### src/rtl/instr_fetch.sv
// instr_fetch: MIPS32 instruction-fetch stage with the IF/ID pipeline register.
//
// Owns the program counter. Issues one instruction-memory read at a time over a
// request/ready + valid handshake. Presents the fetched word and its decoded
// fields to the decode stage.
//
// Ports
//   clk, rst_n            clock; asynchronous active-low reset
//   imem_req/addr         fetch request and address (address is always pc)
//   imem_ready            memory accepts the request this cycle
//   imem_valid/rdata      one-cycle read-data pulse and instruction word
//   stall                 decode cannot consume the ID register contents
//   redirect, pc_source   PC redirect; 01 branch, 10 jump, 11 jr, 00 ignored
//   branch_target         target used for a branch redirect
//   jr_target             register value used for a jr redirect
//   pc                    current fetch PC
//   id_valid, id_instr    ID register valid flag and fetched word
//   id_pc_plus4           address of the word in ID, plus 4
//   id_opcode/rs/rt/rd/funct/imm  decoded fields of id_instr
module instr_fetch #(
    parameter logic [31:0] RESET_PC = 32'h0000_0000
) (
    input  logic        clk,
    input  logic        rst_n,
    output logic        imem_req,
    output logic [31:0] imem_addr,
    input  logic        imem_ready,
    input  logic        imem_valid,
    input  logic [31:0] imem_rdata,
    input  logic        stall,
    input  logic        redirect,
    input  logic [1:0]  pc_source,
    input  logic [31:0] branch_target,
    input  logic [31:0] jr_target,
    output logic [31:0] pc,
    output logic        id_valid,
    output logic [31:0] id_instr,
    output logic [31:0] id_pc_plus4,
    output logic [5:0]  id_opcode,
    output logic [4:0]  id_rs,
    output logic [4:0]  id_rt,
    output logic [4:0]  id_rd,
    output logic [5:0]  id_funct,
    output logic [15:0] id_imm
);

    typedef enum logic [1:0] {FETCH, WAIT, HOLD} state_t;

    state_t      state, state_nxt;
    logic        kill, kill_nxt;
    logic [31:0] skid, skid_nxt;
    logic [31:0] pc_nxt;
    logic        id_valid_nxt;
    logic [31:0] id_instr_nxt;
    logic [31:0] id_pc_plus4_nxt;

    logic        eff_redirect;
    logic        can_load;
    logic        loaded;
    logic [31:0] pc_plus4;
    logic [31:0] target_raw;
    logic [31:0] target;

    assign imem_addr   = pc;
    assign id_opcode   = id_instr[31:26];
    assign id_rs       = id_instr[25:21];
    assign id_rt       = id_instr[20:16];
    assign id_rd       = id_instr[15:11];
    assign id_funct    = id_instr[5:0];
    assign id_imm      = id_instr[15:0];

    always_comb begin
        eff_redirect = redirect && (pc_source != 2'b00);
        can_load     = !id_valid || !stall;
        pc_plus4     = pc + 32'd4;

        case (pc_source)
            2'b01:   target_raw = branch_target;
            2'b10:   target_raw = {id_pc_plus4[31:28], id_instr[25:0], 2'b00};
            2'b11:   target_raw = jr_target;
            default: target_raw = pc;
        endcase
        target = {target_raw[31:2], 2'b00};

        imem_req        = (state == FETCH) && !eff_redirect;
        state_nxt       = state;
        kill_nxt        = kill;
        skid_nxt        = skid;
        pc_nxt          = pc;
        id_valid_nxt    = id_valid;
        id_instr_nxt    = id_instr;
        id_pc_plus4_nxt = id_pc_plus4;
        loaded          = 1'b0;

        case (state)
            FETCH: begin
                if (!eff_redirect && imem_ready)
                    state_nxt = WAIT;
            end
            WAIT: begin
                if (imem_valid) begin
                    // A word returning alongside a redirect is stale as well.
                    if (kill || eff_redirect) begin
                        kill_nxt  = 1'b0;
                        state_nxt = FETCH;
                    end else if (can_load) begin
                        loaded       = 1'b1;
                        id_instr_nxt = imem_rdata;
                        state_nxt    = FETCH;
                    end else begin
                        skid_nxt  = imem_rdata;
                        state_nxt = HOLD;
                    end
                end else if (eff_redirect) begin
                    kill_nxt = 1'b1;
                end
            end
            HOLD: begin
                if (eff_redirect) begin
                    state_nxt = FETCH;
                end else if (can_load) begin
                    loaded       = 1'b1;
                    id_instr_nxt = skid;
                    state_nxt    = FETCH;
                end
            end
            default: state_nxt = FETCH;
        endcase

        if (loaded) begin
            id_valid_nxt    = 1'b1;
            id_pc_plus4_nxt = pc_plus4;
            pc_nxt          = pc_plus4;
        end else if (!stall) begin
            id_valid_nxt = 1'b0;
        end

        // Redirect wins over both a load and a stalled hold.
        if (eff_redirect) begin
            pc_nxt       = target;
            id_valid_nxt = 1'b0;
        end
    end

    always_ff @(posedge clk or negedge rst_n) begin
        if (!rst_n) begin
            state       <= FETCH;
            kill        <= 1'b0;
            skid        <= '0;
            pc          <= RESET_PC;
            id_valid    <= 1'b0;
            id_instr    <= '0;
            id_pc_plus4 <= '0;
        end else begin
            state       <= state_nxt;
            kill        <= kill_nxt;
            skid        <= skid_nxt;
            pc          <= pc_nxt;
            id_valid    <= id_valid_nxt;
            id_instr    <= id_instr_nxt;
            id_pc_plus4 <= id_pc_plus4_nxt;
        end
    end

endmodule

### config.mk
export PLATFORM = sky130hd
export DESIGN_NAME = instr_fetch
export DESIGN_NICKNAME = d
export VERILOG_FILES = /design/src/rtl/instr_fetch.sv
export SDC_FILE = /design/constraint.sdc
export NUM_CORES = 1
export LEC_CHECK = 0
export CELL_PAD_IN_SITES_DETAIL_PLACEMENT = 0
export CELL_PAD_IN_SITES_GLOBAL_PLACEMENT = 1
export CORE_ASPECT_RATIO = 0.75
export CORE_MARGIN = 1
export CORE_UTILIZATION = 30
export CTS_CLUSTER_SIZE = 12
export DETAILED_ROUTE_END_ITERATION = 16
export HOLD_SLACK_MARGIN = 0.1
export PLACE_DENSITY_LB_ADDON = 0.1
export SETUP_SLACK_MARGIN = 0.1
export SLEW_MARGIN = 20
export SYNTH_ARGS = -nofsm -noshare
export SYNTH_HDL_FRONTEND = slang
export SYNTH_SLANG_ARGS = --single-unit
### constraint.sdc
create_clock -name clk -period 1.91 [get_ports clk]
set_clock_uncertainty 0.1 [all_clocks]
set_input_delay 0.382 -clock clk [delete_from_list [all_inputs] [get_ports clk]]
set_output_delay 0.382 -clock clk [all_outputs]
set_load 0.01 [all_outputs]
==> results.txt, run 1 <==
The run finished, with violations left. The final reports fail on negative setup slack. At the worst endpoint, the required time is 2120 ps. 0 antenna diodes ended up in the layout. Of all nets on the critical path, the largest fanout is 6. The logs give 0 for the total count of max-transition violations in the final report and 17 for the CTS buffer count. For the count of standard-cell rows, the log shows 49. For this run, the top clock speed supported by timing is 497.0 MHz. Placeable core area: 24030 µm².

The area share of the largest cell type after synthesis works out to 0.4352. The global placer's final weighted congestion is 0.8201, and the total routed wirelength is 28860 µm. During I/O placement, the number of pins put on the boundary was 277. The insertion delay to the later sink of the worst-skew pair is 430 ps. Setup violations remaining at the end of the flow were counted as 46. The biggest area contributor in the post-synthesis netlist is sky130_fd_sc_hd__dfrtp_1.

Sequential cell area fraction in the yosys report: 0.4352. Element type at the critical path start: a register. The count of vias placed by the detailed router was 6894; the leftover overflow at the end of global routing was 0. In this run the top signal layer used is met5. For the cell area after technology mapping, the log shows 7361 µm². The worst-case IR drop observed on VDD is 0.0005977 V.

After clock tree synthesis, the clock-pin slew on the worst setup and hold paths is 70 ps. The setup slack after layout was -102.1 ps. The logs give 0 for the number of max-cap violations and 5.824 nW for the leakage power.

The element type at the critical path end was a register. CTS built an H-tree with a depth of 4. In this run the vertical extent of the chip is 137.7 µm. CTS placed an instance of sky130_fd_sc_hd__clkbuf_16 at the clock tree root. The share of final-layout standard cells stronger than drive strength 1 came out at 0.3726. The total half-perimeter wirelength after legalization and detailed placement is 19380 µm.

The maximum buffer depth of the clock tree was 2; the wire length on met3 was 1578 µm. TritonCTS built the clock tree. The synthesized netlist contains 54 unique library cells.

Sorting the synthesized cells by area gives the leading types as sky130_fd_sc_hd__dfrtp_1 (44%), sky130_fd_sc_hd__mux2_2 (9.2%), sky130_fd_sc_hd__buf_4 (8.1%), sky130_fd_sc_hd__mux2i_1 (5.2%), sky130_fd_sc_hd__nand2_1 (4.4%). The arrival time at the worst endpoint is 2220 ps. X dimension of the die: 182.9 µm.

Setup repair after global routing could not meet its margin everywhere. The hold violation count in the final report is 0. Once detail routing completed, the nets flagged for antenna violations numbered 0.

Entering global routing, the biggest net connects 47 pins. The initial antenna violation count is 2, and the initial core utilization is 0.3063. Synthesized flop and latch total: 128. For this run, design rule violations remaining after detail routing come to 0. A synthesized cell averages 10.10 µm².

Compared with the post-synthesis result, the final layout area differs by 72.33%. For this run, the post-layout net count is 1182. After detailed routing, the met2 layer carries 13030 µm of wire. The die area was 25170 µm²; the count of mapped cells out of synthesis was 729. Dividing the detail-routed via count by the number of cells gives 4.862.

Worst min-delay path category: input pin to async pin. Counting instances in the post-synthesis netlist gives the leading cell types as sky130_fd_sc_hd__dfrtp_1 (128), sky130_fd_sc_hd__nand2_1 (87), sky130_fd_sc_hd__buf_4 (79), sky130_fd_sc_hd__o21ai_0 (65), sky130_fd_sc_hd__mux2_2 (60). The synthesized design contains 0 enable-type register cells.

The post-route fraction of the period consumed by the critical path is 1.053, and the shortest period the worst path allows is 2012 ps. Via count of the first global-routing pass: 7063. Average wire per cell in the routed design: 20.35 µm. After routing the design area is 12680 µm². The run gives 15.40 mW as the total power.

The global-route usage over all layers was 0.2297; the proportion of register bits with asynchronous set or reset after synthesis was 1.000. The first global-routing pass estimated 42500 µm of wire. The critical path is of the register to register type. The top flip-flop cell by instance count after synthesis was sky130_fd_sc_hd__dfrtp_1. The count of input and output buffers was 266; the number of warnings reported in the yosys synthesis log was 0.

Iteration count of the initial detailed-routing pass: 5. The detailed router put a total of 13540 µm of wire on met1. The most used standard cell by instance count after synthesis was sky130_fd_sc_hd__dfrtp_1.

In this run the cell area measured after placement is 10610 µm². Power per unit of standard cell area: 1214 nW/µm². After filler insertion, the fill cell instance count of the layout stands at 2200. For this design, the sink count on the clock tree is 128. The logs give -3068 ps for the final-layout setup total negative slack and 338 for the number of violations reported at the end of detailed-routing iteration 0.
## cell usage in the layout, fill, tap and decap left out, types with 4 or more instances in the layout
master,Yosys,routed
sky130_fd_sc_hd__a21oi_1,12,8
sky130_fd_sc_hd__a22o_1,5,5
sky130_fd_sc_hd__a22oi_1,22,20
sky130_fd_sc_hd__and2_1,7,4
sky130_fd_sc_hd__and3_1,5,4
sky130_fd_sc_hd__buf_12,0,22
sky130_fd_sc_hd__buf_16,0,7
sky130_fd_sc_hd__buf_4,79,122
sky130_fd_sc_hd__buf_6,0,22
sky130_fd_sc_hd__clkbuf_16,0,19
sky130_fd_sc_hd__clkbuf_2,0,5
sky130_fd_sc_hd__clkdlybuf4s15_1,0,4
sky130_fd_sc_hd__clkdlybuf4s50_1,0,97
sky130_fd_sc_hd__clkinvlp_4,0,4
sky130_fd_sc_hd__conb_1,1,6
sky130_fd_sc_hd__dfrtp_1,128,107
sky130_fd_sc_hd__dfrtp_2,0,21
sky130_fd_sc_hd__dlygate4sd2_1,0,149
sky130_fd_sc_hd__dlymetal6s2s_1,0,9
sky130_fd_sc_hd__ha_4,0,4
sky130_fd_sc_hd__inv_1,10,9
sky130_fd_sc_hd__inv_6,0,7
sky130_fd_sc_hd__mux2_2,60,29
sky130_fd_sc_hd__mux2_4,0,31
sky130_fd_sc_hd__mux2i_1,38,38
sky130_fd_sc_hd__nand2_1,87,62
sky130_fd_sc_hd__nand2_2,0,10
sky130_fd_sc_hd__nand2_4,0,15
sky130_fd_sc_hd__nand3_1,19,13
sky130_fd_sc_hd__nand3_2,1,5
sky130_fd_sc_hd__nand4_1,11,11
sky130_fd_sc_hd__nor2_1,17,14
sky130_fd_sc_hd__nor4_4,3,5
sky130_fd_sc_hd__o21ai_0,65,34
sky130_fd_sc_hd__o21ai_1,5,11
sky130_fd_sc_hd__o21ai_2,1,25
sky130_fd_sc_hd__o22ai_1,18,18
sky130_fd_sc_hd__xnor2_1,15,12
sky130_fd_sc_hd__xor2_1,28,25
## registers in the layout, indices dropped and copies added (netlist names)
name / cells
id_pc_plus4: 30
imem_addr: 30
skid: 32
kill: 1
state: 2
id_instr: 32
id_valid: 1
## final cells by class
cell class,count,area [µm²],area share
Tap cell,331,414.1,0.03265
Inverter,10,37.54,0.002959
Multi-Input combinational cell,474,4096,0.3229
Clock buffer,18,439.2,0.03462
Sequential cell,128,3229,0.2546
Timing Repair Buffer,443,4345,0.3426
Clock inverter,14,122.6,0.009667
## metal layers
layer,vias to the layer above,GRT usage
met5,-,0
met4,2,0.07593
met3,35,0.04494
met2,268,0.3611
met1,3379,0.3169
li1,3210,-
## worst max-delay path, stage by stage, from the launching register on
cell	delay (ps)
sky130_fd_sc_hd__dfrtp_1	420
sky130_fd_sc_hd__ha_4	180
sky130_fd_sc_hd__and3b_2	220
sky130_fd_sc_hd__buf_6	130
sky130_fd_sc_hd__and2_4	140
sky130_fd_sc_hd__buf_12	130
sky130_fd_sc_hd__buf_12	130
sky130_fd_sc_hd__buf_12	140
sky130_fd_sc_hd__mux2_4	300
## where the power goes
| group | switching [mW] | internal, mW |
|---|---|---|
| registers | 0.900 | 3.77 |
| clock network | 1.43 | 1.74 |
| logic | 3.51 | 4.05 |
| total | 5.84 | 9.56 |
## repair_timing
action / in CTS / in global routing
endpoints found under the hold margin: 36 / 0
gates resized for setup: 271 / 147
pin swaps: 18 / 55
endpoints found under the setup margin: 244 / 152
hold buffers: 1 / 0
setup buffers: 56 / 18
cloned: 8 / 2
## cell families after synthesis
family	count (synthesis)	share of synthesized area
other cells	1	0.0005095
flops	128	0.4352
xor+xnor	43	0.05117
mux	98	0.1435
simple gates	169	0.1215
compound gates	154	0.1314
buf+inv	132	0.1100
fa+ha+maj	4	0.006800
## path summary, 6_finish.rpt
kind                                             start                          end  slack (ps)  cells after the start
max                               state[0]$_DFFE_PN0P_         skid[20]$_DFFE_PN0P_        -100                      8
min                                              rst_n         skid[13]$_DFFE_PN0P_         350                      2
max reg2reg                       state[0]$_DFFE_PN0P_         skid[20]$_DFFE_PN0P_        -100                      8
min reg2reg                id_pc_plus4[15]$_DFFE_PN0P_  id_pc_plus4[15]$_DFFE_PN0P_         380                      2
max in group asynchronous                        rst_n     id_instr[24]$_DFFE_PN0P_         770                      3
min in group clk           id_pc_plus4[15]$_DFFE_PN0P_  id_pc_plus4[15]$_DFFE_PN0P_         380                      2
## metrics by stage
| stage | hold slack, ps | utilization | setup WS [ps] | std cells |
|---|---|---|---|---|
| floorplan | -13.59 | - | 34.77 | 734 |
| global placement | 230.6 | 0.4413 | -499.8 | 1304 |
| detailed placement | 239.1 | 0.4413 | -526.9 | 1304 |
| CTS | 348.5 | 0.5018 | -101.3 | 1401 |
| global route | 370.8 | 0.5278 | -152.5 | 1418 |
| finish | 350.6 | 0.5278 | -102.1 | 1418 |
No activity file was read; power rests on OpenSTA's default activity.
==> run 2: changes to the inputs <==
CORE_MARGIN = 1.5   (was 1)
==> run 2 against run 1 <==
The flow still finishes with violations (negative setup slack). Via count grew 4.8%. Non-clock buffer count is 34 higher. Highest routed layer unchanged. Combinational power grew 2.9%. Register-to-register slack lost 60 ps. First-iteration DRC count up 45%. Sequential power fell by 2%. Critical endpoint is now imem_addr[21]$_DFFE_PN0P_. Setup slack got worse by 62 ps.
==> results.txt, run 2 (synthesis results as in run 1) <==
The flow ran to the end, but the final reports show violations. Failing checks: negative setup slack (unchanged). The total routed wirelength is 31480 µm (was 28860 µm), and the count of input and output buffers is 266 (unchanged). The number of remaining DRC errors is 0 (unchanged). Setup repair after global routing could not meet its margin everywhere. Share of final-layout standard cells stronger than drive strength 1: 0.3604 (was 0.3726). Count of standard-cell rows: 49 (unchanged). For the global-route usage over all layers, the log shows 0.2297 (about the same). The average vias per placed instance was 4.970 (was 4.862); the required time reported for the critical path endpoint was 2110 ps (was 2120 ps).

The iteration count of the initial detailed-routing pass came out at 5 (unchanged). The most common cell after layout, fill and taps aside is sky130_fd_sc_hd__dlygate4sd2_1 (unchanged). For the maximum buffer depth of the clock tree, the log shows 2 (unchanged). Cell-by-cell trace of the critical path: ha_4 -> and3b_2 -> buf_6 -> o211ai_4 -> buf_12 -> and4bb_1 -> xnor2_1 -> o22ai_1 (was ha_4 -> and3b_2 -> buf_6 -> and2_4 -> buf_12 -> buf_12 -> buf_12 -> mux2_4). The number of setup violations in the final report is 114 (was 46), and the highest clock rate is 482.1 MHz (was 497.0 MHz).

The worst min-delay path category was input pin to async pin (unchanged). The run gives 10580 µm² (was 10610 µm²) as the instance area at placement. The logs give 277 (unchanged) for the I/O pin count and 1217 (was 1182) for the number of nets at the end of the flow. The run gives -7311 ps (was -3068 ps) as the final-layout setup total negative slack.

The final design instance area without fill is 13000 µm² (was 12680 µm²). The worst setup path category is register to register (unchanged). The x dimension of the die works out to 183.9 µm (was 182.9 µm).

The initial antenna violation count is 2 (unchanged), and the maximum fanout count along the critical path is 5 (was 6). The layout overhead on the synthesized area was 76.61% (was 72.33%); the final non-filler cell total was 1453 (was 1418). The clock-pin transition on the worst setup and hold timing paths was 60 ps (was 70 ps).

The worst vdd rail ir drop is 0.0006834 V (was 0.0005977 V), and the count of vias placed by the detailed router is 7222 (was 6894). The die area came out at 25490 µm² (was 25170 µm²). Leading cell types in the layout, fill and taps excluded: sky130_fd_sc_hd__dlygate4sd2_1 (151), sky130_fd_sc_hd__buf_4 (139), sky130_fd_sc_hd__dfrtp_1 (109) (was sky130_fd_sc_hd__dlygate4sd2_1 (149), sky130_fd_sc_hd__buf_4 (122), sky130_fd_sc_hd__dfrtp_1 (107)).

The global placer's final weighted congestion is 0.8342 (was 0.8201), and the arrival time at the worst endpoint is 2270 ps (was 2220 ps). The run gives 4 (unchanged) as the CTS H-tree depth. The run gives 0.5409 (was 0.5278) as the share of the core filled with cells in the final layout. Initial core utilization: 0.3063 (unchanged).

Element type at the critical path end: a register (unchanged). The height of the die works out to 138.7 µm (was 137.7 µm). Leakage power: 6.069 nW (was 5.824 nW).

The tools report the leftover overflow at the end of global routing as 0 (unchanged). The average wire per cell in the routed design was 21.67 µm (was 20.35 µm). The logs give 44150 µm (was 42500 µm) for the first-pass GRT wire length and 0 (unchanged) for the post-detailed-route count of antenna-violating nets. TritonCTS built the clock tree. Pin count of the biggest net entering global routing: 47 (unchanged). The power per unit of standard cell area is 1226 nW/µm² (was 1214 nW/µm²), and the number of buffers and inverters on the critical path is 2 (was 4).

The tools report the insertion delay to the later sink of the worst-skew pair as 420 ps (was 430 ps). The tools report the total half-perimeter wirelength after legalization and detailed placement as 19610 µm (was 19380 µm). CTS buffer count: 17 (unchanged). The number of violations reported at the end of detailed-routing iteration 0 was 491 (was 338); the worst relative slew slack was 0.6504.

The post-route fraction of the period consumed by the critical path is 1.086 (was 1.053). The hold violation count in the final report was 0 (unchanged); the via count of the first global-routing pass was 7308 (was 7063). The number of max-cap violations came out at 0 (unchanged). The shortest period the worst path allows was 2074 ps (was 2012 ps); the total count of max-transition violations in the final report was 0 (unchanged). Leading registers by flop count: id_instr x32, skid x32 (unchanged).

The setup slack after layout came out at -164.1 ps (was -102.1 ps). The family with the most delay on the worst path is simple AND/OR/NAND/NOR gates (was buffers and inverters). For the placeable core area, the log shows 24030 µm² (unchanged). The tools report the cell count after placement as 1300 (was 1304). The cell type of the slowest stage on the worst timing path was sky130_fd_sc_hd__dfrtp_2 (was sky130_fd_sc_hd__dfrtp_1). The element type at the critical path start was a register (unchanged).

The tools report the root buffer selected by CTS as sky130_fd_sc_hd__clkbuf_16 (unchanged). The delay contributed by the slowest stage of the critical path came out at 440 ps (was 420 ps). The slew at the pin closest to its max-slew limit is 522.8 ps, and the smallest hold slack is 303.1 ps (was 350.6 ps). The tools report the total number of clock tree sinks as 128 (unchanged).
-- run 2: cell count changes in the layout (fill, tap and decap cells not counted), sizes merged --
| cell | previous run | this run |
|---|---|---|
| buf | 176 | 201 |
| bufinv | 0 | 4 |
| clkbuf | 25 | 31 |
| clkdlybuf4s15 | 4 | 2 |
| clkdlybuf4s50 | 97 | 96 |
| clkinv | 1 | 2 |
| diode | 0 | 1 |
| dlygate4sd2 | 149 | 151 |
| dlymetal6s2s | 9 | 12 |
| inv | 19 | 14 |
| o2111ai | 1 | 2 |
-- run 2: what timing repair did --
item | in CTS | in global routing
pin swaps | 45 | 47
hold endpoints to repair | 106 | 0
setup buffers | 72 | 22
cloned | 6 | 21
hold buffers | 1 | 0
resized for setup | 256 | 109
endpoints found under the setup margin | 279 | 150
-- run 2: metrics by stage --
| step | total power [mW] | worst slack (ps) |
|---|---|---|
| floorplan | 7.891 | 34.77 |
| global placement | 11.19 | -631.9 |
| detailed placement | 11.32 | -612.7 |
| CTS | 15.04 | -107.6 |
| global route | 16.78 | -201.8 |
| finish | 15.94 | -164.1 |
-- run 2: metal layers --
layer / wire (µm) / global-route usage
met5: 9 / 0
met4: 659 / 0.06859
met3: 2253 / 0.05935
met2: 14000 / 0.3614
met1: 14560 / 0.3095
-- run 2: layout make-up --
class                           instances  area (µm²)
Fill cell                            2134       11030
Timing Repair Buffer                  477        4800
Multi-Input combinational cell        475        3884
Sequential cell                       128        3227
Clock buffer                           17       425.4
Tap cell                              331       414.1
Clock inverter                         14       203.9
Inverter                               10       43.79
Antenna cell                            1       2.502
-- run 2: worst reg2reg max path, delay by kind of cell (launching register included) --
kind	cells	cell delay, ps
compound gates	2	290
buf+inv	2	280
flops	1	440
simple gates	2	470
xor+xnor	1	190
fa+ha+maj	1	180
-- run 2: path summary, 6_finish.rpt --
path	from	endpoint	slack, ps	depth (start not counted)
max	state[0]$_DFFE_PN0P_	imem_addr[21]$_DFFE_PN0P_	-160	8
min	rst_n	id_pc_plus4[7]$_DFFE_PN0P_	300	2
max reg2reg	state[0]$_DFFE_PN0P_	imem_addr[21]$_DFFE_PN0P_	-160	8
min reg2reg	id_pc_plus4[7]$_DFFE_PN0P_	id_pc_plus4[7]$_DFFE_PN0P_	380	2
max in group asynchronous	rst_n	id_pc_plus4[25]$_DFFE_PN0P_	790	3
min in group clk	id_pc_plus4[7]$_DFFE_PN0P_	id_pc_plus4[7]$_DFFE_PN0P_	380	2
-- run 2: power breakdown --
group          switching, mW  internal, mW
clock network           1.37          2.20
logic                   3.65          4.12
registers              0.824          3.77
